[src/rtl/branch_step_ctrl_if.sv]
// Bus/strobe bundle between the branch step sequencer and the datapath.
// The control unit side is the master; the sequencer is the slave.
interface branch_step_ctrl_if;
    logic        start;
    logic [31:0] ir;
    logic        con_ff;
    logic        gra;
    logic        r_out;
    logic        con_in;
    logic        pc_out;
    logic        y_in;
    logic        c_out;
    logic        alu_add;
    logic        z_in;
    logic        zlow_out;
    logic        pc_in;
    logic        busy;
    logic        done;
    logic        taken;
    logic        illegal;

    modport master (
        output start, ir, con_ff,
        input  gra, r_out, con_in, pc_out, y_in, c_out, alu_add, z_in,
               zlow_out, pc_in, busy, done, taken, illegal
    );

    modport slave (
        input  start, ir, con_ff,
        output gra, r_out, con_in, pc_out, y_in, c_out, alu_add, z_in,
               zlow_out, pc_in, busy, done, taken, illegal
    );
endinterface

[src/rtl/branch_step_ctrl.sv]
// Execute-step sequencer (T3..T6) for brzr/brnz/brpl/brmi.
// Optional taken/not-taken saturating counters are enabled with BRANCH_STATS_EN.
module branch_step_ctrl #(
    parameter logic [4:0] BR_OPCODE = 5'b10011,
    parameter int         STAT_W    = 16
) (
    input  logic                  clock,
    input  logic                  clear,
    branch_step_ctrl_if.slave     bus
`ifdef BRANCH_STATS_EN
    ,
    output logic [STAT_W-1:0]     taken_cnt,
    output logic [STAT_W-1:0]     not_taken_cnt
`endif
);

    typedef enum logic [2:0] {
        S_IDLE = 3'd0,
        S_T3   = 3'd1,
        S_T4   = 3'd2,
        S_T5   = 3'd3,
        S_T6   = 3'd4
    } state_e;

    state_e     state_q, state_d;
    logic [1:0] cond_q, cond_d;
    logic       taken_q, taken_d;
    logic       illegal_q, illegal_d;
    logic       is_branch;

    assign is_branch = (bus.ir[31:27] == BR_OPCODE);

    always_ff @(posedge clock) begin
        if (clear) begin
            state_q   <= S_IDLE;
            cond_q    <= 2'b00;
            taken_q   <= 1'b0;
            illegal_q <= 1'b0;
        end else begin
            state_q   <= state_d;
            cond_q    <= cond_d;
            taken_q   <= taken_d;
            illegal_q <= illegal_d;
        end
    end

    always_comb begin
        state_d   = state_q;
        cond_d    = cond_q;
        taken_d   = taken_q;
        illegal_d = 1'b0;
        case (state_q)
            S_IDLE: begin
                if (bus.start) begin
                    if (is_branch) begin
                        state_d = S_T3;
                        cond_d  = bus.ir[20:19];
                    end else begin
                        illegal_d = 1'b1;
                    end
                end
            end
            S_T3: state_d = S_T4;
            S_T4: begin
                taken_d = bus.con_ff;
                state_d = S_T5;
            end
            S_T5: state_d = S_T6;
            S_T6: state_d = S_IDLE;
            default: state_d = S_IDLE;
        endcase
    end

    // The PC load is gated by clear so a reset landing in T6 never commits a branch.
    always_comb begin
        bus.gra      = 1'b0;
        bus.r_out    = 1'b0;
        bus.con_in   = 1'b0;
        bus.pc_out   = 1'b0;
        bus.y_in     = 1'b0;
        bus.c_out    = 1'b0;
        bus.alu_add  = 1'b0;
        bus.z_in     = 1'b0;
        bus.zlow_out = 1'b0;
        bus.pc_in    = 1'b0;
        bus.done     = 1'b0;
        case (state_q)
            S_T3: begin
                bus.gra    = 1'b1;
                bus.r_out  = 1'b1;
                bus.con_in = 1'b1;
            end
            S_T4: begin
                bus.pc_out = 1'b1;
                bus.y_in   = 1'b1;
            end
            S_T5: begin
                bus.c_out   = 1'b1;
                bus.alu_add = 1'b1;
                bus.z_in    = 1'b1;
            end
            S_T6: begin
                bus.done     = 1'b1;
                bus.zlow_out = taken_q & ~clear;
                bus.pc_in    = taken_q & ~clear;
            end
            default: ;
        endcase
    end

    assign bus.busy    = (state_q != S_IDLE);
    assign bus.taken   = taken_q;
    assign bus.illegal = illegal_q;

`ifdef BRANCH_STATS_EN
    logic [STAT_W-1:0] taken_cnt_q, taken_cnt_d;
    logic [STAT_W-1:0] not_taken_cnt_q, not_taken_cnt_d;

    always_ff @(posedge clock) begin
        if (clear) begin
            taken_cnt_q     <= '0;
            not_taken_cnt_q <= '0;
        end else begin
            taken_cnt_q     <= taken_cnt_d;
            not_taken_cnt_q <= not_taken_cnt_d;
        end
    end

    // Counters saturate rather than wrap.
    always_comb begin
        taken_cnt_d     = taken_cnt_q;
        not_taken_cnt_d = not_taken_cnt_q;
        if (state_q == S_T6) begin
            if (taken_q) begin
                if (taken_cnt_q != '1) taken_cnt_d = taken_cnt_q + STAT_W'(1);
            end else begin
                if (not_taken_cnt_q != '1) not_taken_cnt_d = not_taken_cnt_q + STAT_W'(1);
            end
        end
    end

    assign taken_cnt     = taken_cnt_q;
    assign not_taken_cnt = not_taken_cnt_q;
`endif

    // cond_q is kept for datapath debug visibility; the CON FF evaluates it externally.
    logic unused_ok;
    assign unused_ok = ^{bus.ir[26:21], bus.ir[18:0], cond_q};

endmodule

[src/flat_wrapper.sv]
// flat-port wrapper written by rule: the top's interface ports become plain ports
module branch_step_ctrl_flat 
#(
    parameter logic [4:0] BR_OPCODE = 5'b10011,
    parameter int         STAT_W    = 16
)
  (clock, clear, bus_start, bus_ir, bus_con_ff, bus_gra, bus_r_out, bus_con_in, bus_pc_out, bus_y_in, bus_c_out, bus_alu_add, bus_z_in, bus_zlow_out, bus_pc_in, bus_busy, bus_done, bus_taken, bus_illegal);
  branch_step_ctrl_if bus_i ();
  input  logic clock;
  input  logic clear;
  input wire logic [$bits(bus_i.start)-1:0] bus_start;
  input wire logic [$bits(bus_i.ir)-1:0] bus_ir;
  input wire logic [$bits(bus_i.con_ff)-1:0] bus_con_ff;
  output wire logic [$bits(bus_i.gra)-1:0] bus_gra;
  output wire logic [$bits(bus_i.r_out)-1:0] bus_r_out;
  output wire logic [$bits(bus_i.con_in)-1:0] bus_con_in;
  output wire logic [$bits(bus_i.pc_out)-1:0] bus_pc_out;
  output wire logic [$bits(bus_i.y_in)-1:0] bus_y_in;
  output wire logic [$bits(bus_i.c_out)-1:0] bus_c_out;
  output wire logic [$bits(bus_i.alu_add)-1:0] bus_alu_add;
  output wire logic [$bits(bus_i.z_in)-1:0] bus_z_in;
  output wire logic [$bits(bus_i.zlow_out)-1:0] bus_zlow_out;
  output wire logic [$bits(bus_i.pc_in)-1:0] bus_pc_in;
  output wire logic [$bits(bus_i.busy)-1:0] bus_busy;
  output wire logic [$bits(bus_i.done)-1:0] bus_done;
  output wire logic [$bits(bus_i.taken)-1:0] bus_taken;
  output wire logic [$bits(bus_i.illegal)-1:0] bus_illegal;
  assign bus_i.start = bus_start;
  assign bus_i.ir = bus_ir;
  assign bus_i.con_ff = bus_con_ff;
  assign bus_gra = bus_i.gra;
  assign bus_r_out = bus_i.r_out;
  assign bus_con_in = bus_i.con_in;
  assign bus_pc_out = bus_i.pc_out;
  assign bus_y_in = bus_i.y_in;
  assign bus_c_out = bus_i.c_out;
  assign bus_alu_add = bus_i.alu_add;
  assign bus_z_in = bus_i.z_in;
  assign bus_zlow_out = bus_i.zlow_out;
  assign bus_pc_in = bus_i.pc_in;
  assign bus_busy = bus_i.busy;
  assign bus_done = bus_i.done;
  assign bus_taken = bus_i.taken;
  assign bus_illegal = bus_i.illegal;
  branch_step_ctrl #(.BR_OPCODE(BR_OPCODE), .STAT_W(STAT_W)) u_core (.clock(clock), .clear(clear), .bus(bus_i));
endmodule
[config.mk]
export PLATFORM = sky130hd
export DESIGN_NAME = branch_step_ctrl_flat
export DESIGN_NICKNAME = d
export VERILOG_FILES = /design/src/rtl/branch_step_ctrl_if.sv /design/src/rtl/branch_step_ctrl.sv /design/src/flat_wrapper.sv
export SDC_FILE = /design/constraint.sdc
export NUM_CORES = 1
export LEC_CHECK = 0
export BUFFER_PORTS_ARGS = -buffer_cell sky130_fd_sc_hd__buf_4
export CAP_MARGIN = 20
export CORE_AREA = 2 2 39 41
export CTS_BUF_LIST = sky130_fd_sc_hd__clkbuf_16
export CTS_CLUSTER_SIZE = 20
export DETAILED_ROUTE_END_ITERATION = 6
export DIE_AREA = 0 0 41 43
export GPL_ROUTABILITY_DRIVEN = 0
export PLACE_DENSITY = 0.7
export SYNTH_ARGS = -nofsm -noshare
export SYNTH_HDL_FRONTEND = slang
export SYNTH_SLANG_ARGS = --single-unit
export TNS_END_PERCENT = 10
[constraint.sdc]
create_clock -name clock -period 2.25 [get_ports clock]
set_clock_uncertainty 0.15 [all_clocks]
set_input_delay 0.45 -clock clock [delete_from_list [all_inputs] [get_ports clock]]
set_output_delay 0.45 -clock clock [all_outputs]
set_load 0.05 [all_outputs]
==> key figures, run 1 <==
Run status
  • Status: complete, no violations

Yosys
  • Most common library cells after synthesis: 6 x sky130_fd_sc_hd__buf_4, 5 x sky130_fd_sc_hd__dfxtp_1, 3 x sky130_fd_sc_hd__nor2_1
  • Number of library cell types mapped by synthesis: 14
  • Synthesis Warnings: 0
  • Area of the mapped netlist: 274 um2
  • Sequential share of the synthesized area: 0.365
  • Count of state elements after synthesis: 5
  • Number of nets in the synthesized netlist: 64
  • Area fraction of the dominant cell type after synthesis: 0.365
  • Share of synthesized flip-flops with an asynchronous set or reset: 0
  • Synthesized instance count: 28
  • Largest area contributor in the netlist: sky130_fd_sc_hd__dfxtp_1
  • Average instance area after synthesis: 9.79 um2
  • Biggest area contributors in the synthesized netlist: sky130_fd_sc_hd__dfxtp_1 37%, sky130_fd_sc_hd__buf_4 16%, sky130_fd_sc_hd__and3b_2 7.3%
  • Number of enable-type register cells in the synthesized netlist: 0
  • Most common cell in the netlist: sky130_fd_sc_hd__buf_4
  • Top flip-flop cell by instance count after synthesis: sky130_fd_sc_hd__dfxtp_1

Setup path
  • Worst path arrival time: 1.35 ns
  • Startpoint-to-endpoint class of the critical path: reg -> out
  • Longest individual stage delay on the worst path: ~0.47 ns
  • Biggest fanout along the worst timing path: 7
  • Critical path endpoint category: output port
  • Startpoint type of the worst setup path: flop
  • Worst setup path startpoint: u_core.state_q[2]
  • Required time at the endpoint of the critical path: ~1.7 ns
  • CP max stage cell: sky130_fd_sc_hd__dfxtp_1
  • Series of cell instances along the critical path: nor3b_2 -> and3b_2 -> buf_4
  • Worst reg2reg startpoint: u_core.state_q[1]

Detailed routing
  • Remaining number of nets flagged by the antenna check after routing: 0
  • Initial DRC count: 0
  • Count of TritonRoute iterations in the first routing pass: 1
  • Vias per cell: 4.23
  • Average routed wire per standard cell: 10.7 um
  • Routed WL: between 600 and 700 um
  • Number of vias in the routed layout: 271
  • Drc violations: 0

Die
  • Initial core utilization: 0.198
  • Core region area: 0.00138 mm2
  • Cell Rows: 14
  • Die Height: around 43 um
  • Horizontal die dimension: 41 um
  • Area of the die: approximately 0.0018 mm2
  • I/O pin total: 50

STA
  • Number of pins exceeding their max-slew limit in the final report: 0
  • Max Clk Rate: around 510 MHz
  • Fin crit share: 0.867
  • Relative slew slack: 0.792
  • Final setup fails: 0
  • Final hold violation count: 0
  • Setup repair after global routing missed its margin: no
  • Crit path time final: just under 2 ns
  • Slew at the pin with the worst max-slew slack: 0.312 ns
  • Worst hold slack after final layout: between 0.2 and 0.3 ns
  • Final WS setup: around 0.3 ns

Clock tree
  • Clock tree from TritonCTS: done
  • Clock Root Buffer: sky130_fd_sc_hd__clkbuf_16
  • Maximum buffer depth of the clock tree: 2
  • Clock-pin slew on the worst setup and hold paths: 0.03 ns
  • Setup fix buffers added after clock tree synthesis: 0
  • Clock sink total: 5
  • CTS resizes: 0
  • Clock buffers created by TritonCTS: 3
  • Cts-stage hold buffer count: 0
  • Source-to-sink clock delay at the later pin of the worst-skew pair: 0.22 ns
  • H-tree depth reported by CTS: 1

Global routing
  • Antenna violations before repair: 0
  • Wire length of the first global-routing pass: approximately 1000 um
  • Total track usage: 0.0806
  • Overflow left after global routing: 0
  • Number of global-route vias before repair: between 200 and 300
  • Maximum number of pins on one net before global-route repair: 8

Placed design
  • Number of port buffers: 22
  • Post-detail-place hpwl: ~500 um
  • Pre-CTS setup slack: 0.523 ns
  • Number of cells in the design after placement: 60

Pwr
  • Power density of the placed cells: roughly 800 mW/mm2
  • Power consumption: about 0.41 mW
  • IR drop worst, VDD: between 0.3 and 0.4 mV
  • Leakage dissipation: around 0.25 nW

Final layout
  • Antenna Cells: 0
  • Number of nets in the layout: between 80 and 90
  • Final cell count without fillers: 64
  • Post-synthesis to final-layout area growth: 83.6%
  • Share of cells above drive strength 1: 0.667

Worst hold path
  • Hold wc startpoint: bus_ir[31]
  • Type of the tightest min-delay check: in -> reg

Run
  • Number of maximum-capacitance constraint violations: 0
[power by group]
group	total, mW	internal, mW	leakage (nW)	switching (mW)
logic	0.0363	0.0168	0.172	0.0195
registers	0.0930	0.0913	0.0406	0.00178
clock network	0.285	0.230	0.0423	0.0555
[worst max-delay path, delay by kind of cell (launching register included)]
family / cells / cell delay (ns)
flip-flops: 1 / 0.47
buffers and inverters: 1 / 0.19
AND/OR/NAND/NOR: 2 / 0.46
[layout make-up]
| class | count | area [um2] |
|---|---|---|
| Fill cell | 150 | 881 |
| Timing Repair Buffer | 22 | 165 |
| Multi-Input combinational cell | 17 | 139 |
| Sequential cell | 5 | 100 |
| Clock buffer | 3 | 75.1 |
| Tap cell | 16 | 20.0 |
| Clock inverter | 1 | 3.75 |
[metrics by stage]
step | instance area, um2 | utilization | TNS (ns)
global placement | 424 | 0.307 | 0
floorplan | 284 | - | -0.284
CTS | 503 | 0.363 | 0
global route | 503 | 0.363 | 0
finish | 503 | 0.363 | 0
detailed placement | 424 | 0.307 | 0
[cell usage in the layout (no fill, tap or decap)]
| master | instances |
|---|---|
| sky130_fd_sc_hd__nor3b_2 | 2 |
| sky130_fd_sc_hd__a31oi_1 | 1 |
| sky130_fd_sc_hd__mux2i_1 | 1 |
| sky130_fd_sc_hd__nor4_1 | 2 |
| sky130_fd_sc_hd__buf_4 | 22 |
| sky130_fd_sc_hd__nor2_1 | 3 |
| sky130_fd_sc_hd__nor3b_4 | 1 |
| sky130_fd_sc_hd__inv_1 | 1 |
| sky130_fd_sc_hd__dfxtp_1 | 5 |
| sky130_fd_sc_hd__a21oi_1 | 1 |
| sky130_fd_sc_hd__clkbuf_16 | 3 |
| sky130_fd_sc_hd__nor2b_1 | 1 |
| sky130_fd_sc_hd__and3b_2 | 2 |
| sky130_fd_sc_hd__or3_2 | 1 |
| sky130_fd_sc_hd__and4bb_2 | 1 |
| sky130_fd_sc_hd__nand2_1 | 1 |
[final timing paths]
| path | endpoint | slack [ns] | cells after the start |
|---|---|---|---|
| worst min-delay path | u_core.bus.illegal | 0.25 | 2 |
| worst max-delay path | bus_pc_in | 0.30 | 3 |
| worst min register to register | u_core.bus.taken | 0.38 | 2 |
| worst max register to register | u_core.bus.taken | 0.97 | 3 |
[routing by layer]
layer | wire (um) | up-vias | share of wire | track usage
li1 | - | 134 | - | -
met1 | 277 | 122 | 0.41 | 0.101
met2 | 324 | 15 | 0.48 | 0.122
met3 | 80 | 0 | 0.12 | 0.0366
met4 | 0 | 0 | 0 | 0.0200
met5 | 0 | - | 0 | 0
[kinds of logic (layout without fill, tap and decap cells)]
logic type	after synthesis	in the layout	share of synthesized area
and+or+nand+nor	14	14	0.393
buffers and inverters	6	26	0.164
DFF	5	5	0.365
AOI/OAI and AO/OA	2	2	0.0411
muxes	1	1	0.0365
[registers in the layout, summed over array words and instances (netlist names)]
register and flops:
u_core.state_q 3, u_core.bus.taken 1, u_core.bus.illegal 1
(Power assumes the default switching activity.)
==> inputs of run 2 (changes only) <==
--- a/config.mk
+++ b/config.mk
@@ -6,4 +6,5 @@
 export NUM_CORES = 1
 export LEC_CHECK = 0
+export ABC_CLOCK_PERIOD_IN_PS = 2000
 export BUFFER_PORTS_ARGS = -buffer_cell sky130_fd_sc_hd__buf_4
 export CAP_MARGIN = 20
==> constraint.sdc (replaced) <==
create_clock -name clock -period 2 [get_ports clock]
set_clock_uncertainty 0.15 [all_clocks]
set_input_delay 0.4 -clock clock [delete_from_list [all_inputs] [get_ports clock]]
set_output_delay 0.4 -clock clock [all_outputs]
set_load 0.01 [all_outputs]
==> key figures, run 2 (synthesis results as in run 1) <==
Clock tree
  • Clock Root Buffer: sky130_fd_sc_hd__clkbuf_16 (unchanged)
  • CTS resizes: 0 (unchanged)
  • Maximum buffer depth of the clock tree: 2 (unchanged)
  • Cts-stage hold buffer count: 0 (unchanged)
  • Clock buffers created by TritonCTS: 3 (unchanged)
  • Setup fix buffers added after clock tree synthesis: 0 (unchanged)
  • H-tree depth reported by CTS: 1 (unchanged)
  • Source-to-sink clock delay at the later pin of the worst-skew pair: 0.22 ns (about the same)
  • Clock-pin slew on the worst setup and hold paths: 0.03 ns (about the same)
  • Clock tree from TritonCTS: done (unchanged)
  • Clock sink total: 5 (unchanged)

Global routing
  • Maximum number of pins on one net before global-route repair: 8 (unchanged)
  • Overflow left after global routing: 0 (unchanged)
  • Antenna violations before repair: 0 (unchanged)
  • Total track usage: 0.0825 (was 0.0806)
  • Number of global-route vias before repair: 247 (was 252)
  • Wire length of the first global-routing pass: 910 um (was 1000 um)

Pwr
  • Combinational fraction of design power: 0.062 (was 0.088)
  • Share of total power in the clock network: 0.707 (was 0.688)
  • Power density of the placed cells: 915 mW/mm2 (was 825 mW/mm2)
  • Internal Pwr Total: 0.380 mW (was 0.338 mW)
  • Register share of total power: 0.231 (was 0.224)
  • Switching portion of total power: 0.159 (was 0.185)
  • IR drop worst, VDD: 0.852 mV (was 0.375 mV)
  • Leakage dissipation: 0.245 nW (was 0.255 nW)
  • Switching Power: 0.0716 mW (was 0.0768 mW)
  • Power consumption: 0.451 mW (was 0.415 mW)

Detailed routing
  • Routed WL: 599 um (was 682 um)
  • Remaining number of nets flagged by the antenna check after routing: 0 (unchanged)
  • Vias per cell: 4.22 (was 4.23)
  • Count of TritonRoute iterations in the first routing pass: 2 (was 1)
  • Number of vias in the routed layout: 270 (was 271)
  • Average routed wire per standard cell: 9.36 um (was 10.7 um)
  • Drc violations: 0 (unchanged)
  • Initial DRC count: 1 (was 0)

Final layout
  • Multi-input gate area in the final layout: 129 um2 (was 139 um2)
  • Register name with the most flops: u_core.state_q (unchanged)
  • Flip-flop count of the largest register, all copies and words added: 3 (unchanged)
  • Post-synthesis to final-layout area growth: 79.9% (was 83.6%)
  • Final cell count without fillers: 64 (unchanged)
  • Number of nets in the layout: 85 (unchanged)
  • FILL cells: 149 (was 150)
  • Most used cells in the layout excluding fill and tap cells: 22 x sky130_fd_sc_hd__buf_4, 5 x sky130_fd_sc_hd__dfxtp_1, 3 x sky130_fd_sc_hd__nor2_1, 3 x sky130_fd_sc_hd__clkbuf_16 (unchanged)
  • Commonest non-fill, non-tap cell in the layout: sky130_fd_sc_hd__buf_4 (unchanged)
  • FF+latch area: 100 um2 (unchanged)
  • Share of cells above drive strength 1: 0.625 (was 0.667)
  • Antenna Cells: 0 (unchanged)

Setup path
  • Series of cell instances along the critical path: nor3b_1 -> buf_4 (was nor3b_2 -> and3b_2 -> buf_4)
  • Required time at the endpoint of the critical path: 1.45 ns (was 1.65 ns)
  • Longest individual stage delay on the worst path: 0.45 ns (was 0.47 ns)
  • CP max stage cell: sky130_fd_sc_hd__dfxtp_1 (unchanged)
  • Startpoint type of the worst setup path: flop (unchanged)
  • Startpoint-to-endpoint class of the critical path: reg -> out (unchanged)
  • Biggest fanout along the worst timing path: 7 (unchanged)
  • Critical path endpoint category: output port (unchanged)
  • Worst path arrival time: 1.29 ns (was 1.35 ns)

Die
  • Initial core utilization: 0.198 (unchanged)
  • Horizontal die dimension: 41 um (unchanged)
  • Core region area: 0.00138 mm2 (unchanged)
  • I/O pin total: 50 (unchanged)
  • Area of the die: 0.00176 mm2 (unchanged)
  • Cell Rows: 14 (unchanged)
  • Die Height: 43 um (unchanged)

STA
  • Number of pins exceeding their max-slew limit in the final report: 0 (unchanged)
  • Fin crit share: 0.920
  • Setup repair after global routing missed its margin: no (unchanged)
  • Final TNS setup: 0 ns (unchanged)
  • Crit path time final: roughly 1.8 ns
  • Relative slew slack: 0.724 (was 0.792)
  • Max Clk Rate: between 500 and 600 MHz
  • Final WS setup: 0.161 ns (was 0.300 ns)
  • Final hold violation count: 0 (unchanged)
  • Final setup fails: 0 (unchanged)
  • Worst hold slack after final layout: 0.202 ns (was 0.254 ns)
  • Slew at the pin with the worst max-slew slack: 0.414 ns (was 0.312 ns)

Run
  • Number of maximum-capacitance constraint violations: 0 (unchanged)

Worst hold path
  • Type of the tightest min-delay check: in -> reg (unchanged)

Placed design
  • Number of port buffers: 22 (unchanged)
  • Pre-CTS setup slack: 0.376 ns (was 0.523 ns)
  • Post-detail-place hpwl: 465 um (was 505 um)
  • Number of cells in the design after placement: 60 (unchanged)

Run status
  • Status: complete, no violations (unchanged)
run 2: cell counts in the layout (fill, tap and decap cells not counted):
Identical to the previous run, type by type.
run 2: through the flow:
stage	util	cell area (um2)
after floorplan	-	274
after global placement	0.299	414
after detailed placement	0.299	414
after CTS	0.356	493
after global routing	0.356	493
final	0.356	493
run 2: critical path: cells and delay by family (launching register included):
kind / cells / cell delay (ns)
AND/OR/NAND/NOR: 1 / 0.41
buffers and inverters: 1 / 0.20
flip-flops: 1 / 0.45
run 2: cell type report:
class	count	share of cell area
Clock buffer	3	0.152
Clock inverter	1	0.00761
Multi-Input combinational cell	17	0.261
Sequential cell	5	0.203
Tap cell	16	0.0406
Timing Repair Buffer	22	0.335
run 2: path summary, 6_finish.rpt:
check / from / slack [ns] / to / cells after the start
worst max-delay path: u_core.state_q[0] / 0.16 / bus_r_out / 2
worst min-delay path: bus_ir[31] / 0.20 / u_core.bus.illegal / 2
worst max register to register: u_core.state_q[0] / 0.75 / u_core.state_q[1] / 3
worst min register to register: u_core.bus.taken / 0.37 / u_core.bus.taken / 2
run 2: metal layers:
layer / vias to the layer above / track usage / part of all wire
li1: 134 / - / -
met1: 117 / 0.0777 / 0.39
met2: 17 / 0.116 / 0.43
met3: 2 / 0.0942 / 0.16
met4: 0 / 0.0200 / 0.017
met5: - / 0 / 0
run 2: power groups by stage:
stage,combinational (mW),clock (mW),sequential [mW]
finish,0.0278,0.319,0.104
global route,0.0306,0.336,0.105
CTS,0.0284,0.327,0.104
detailed placement,0.0283,0,0.106
global placement,0.0280,0,0.106
floorplan,0.00904,0,0.106
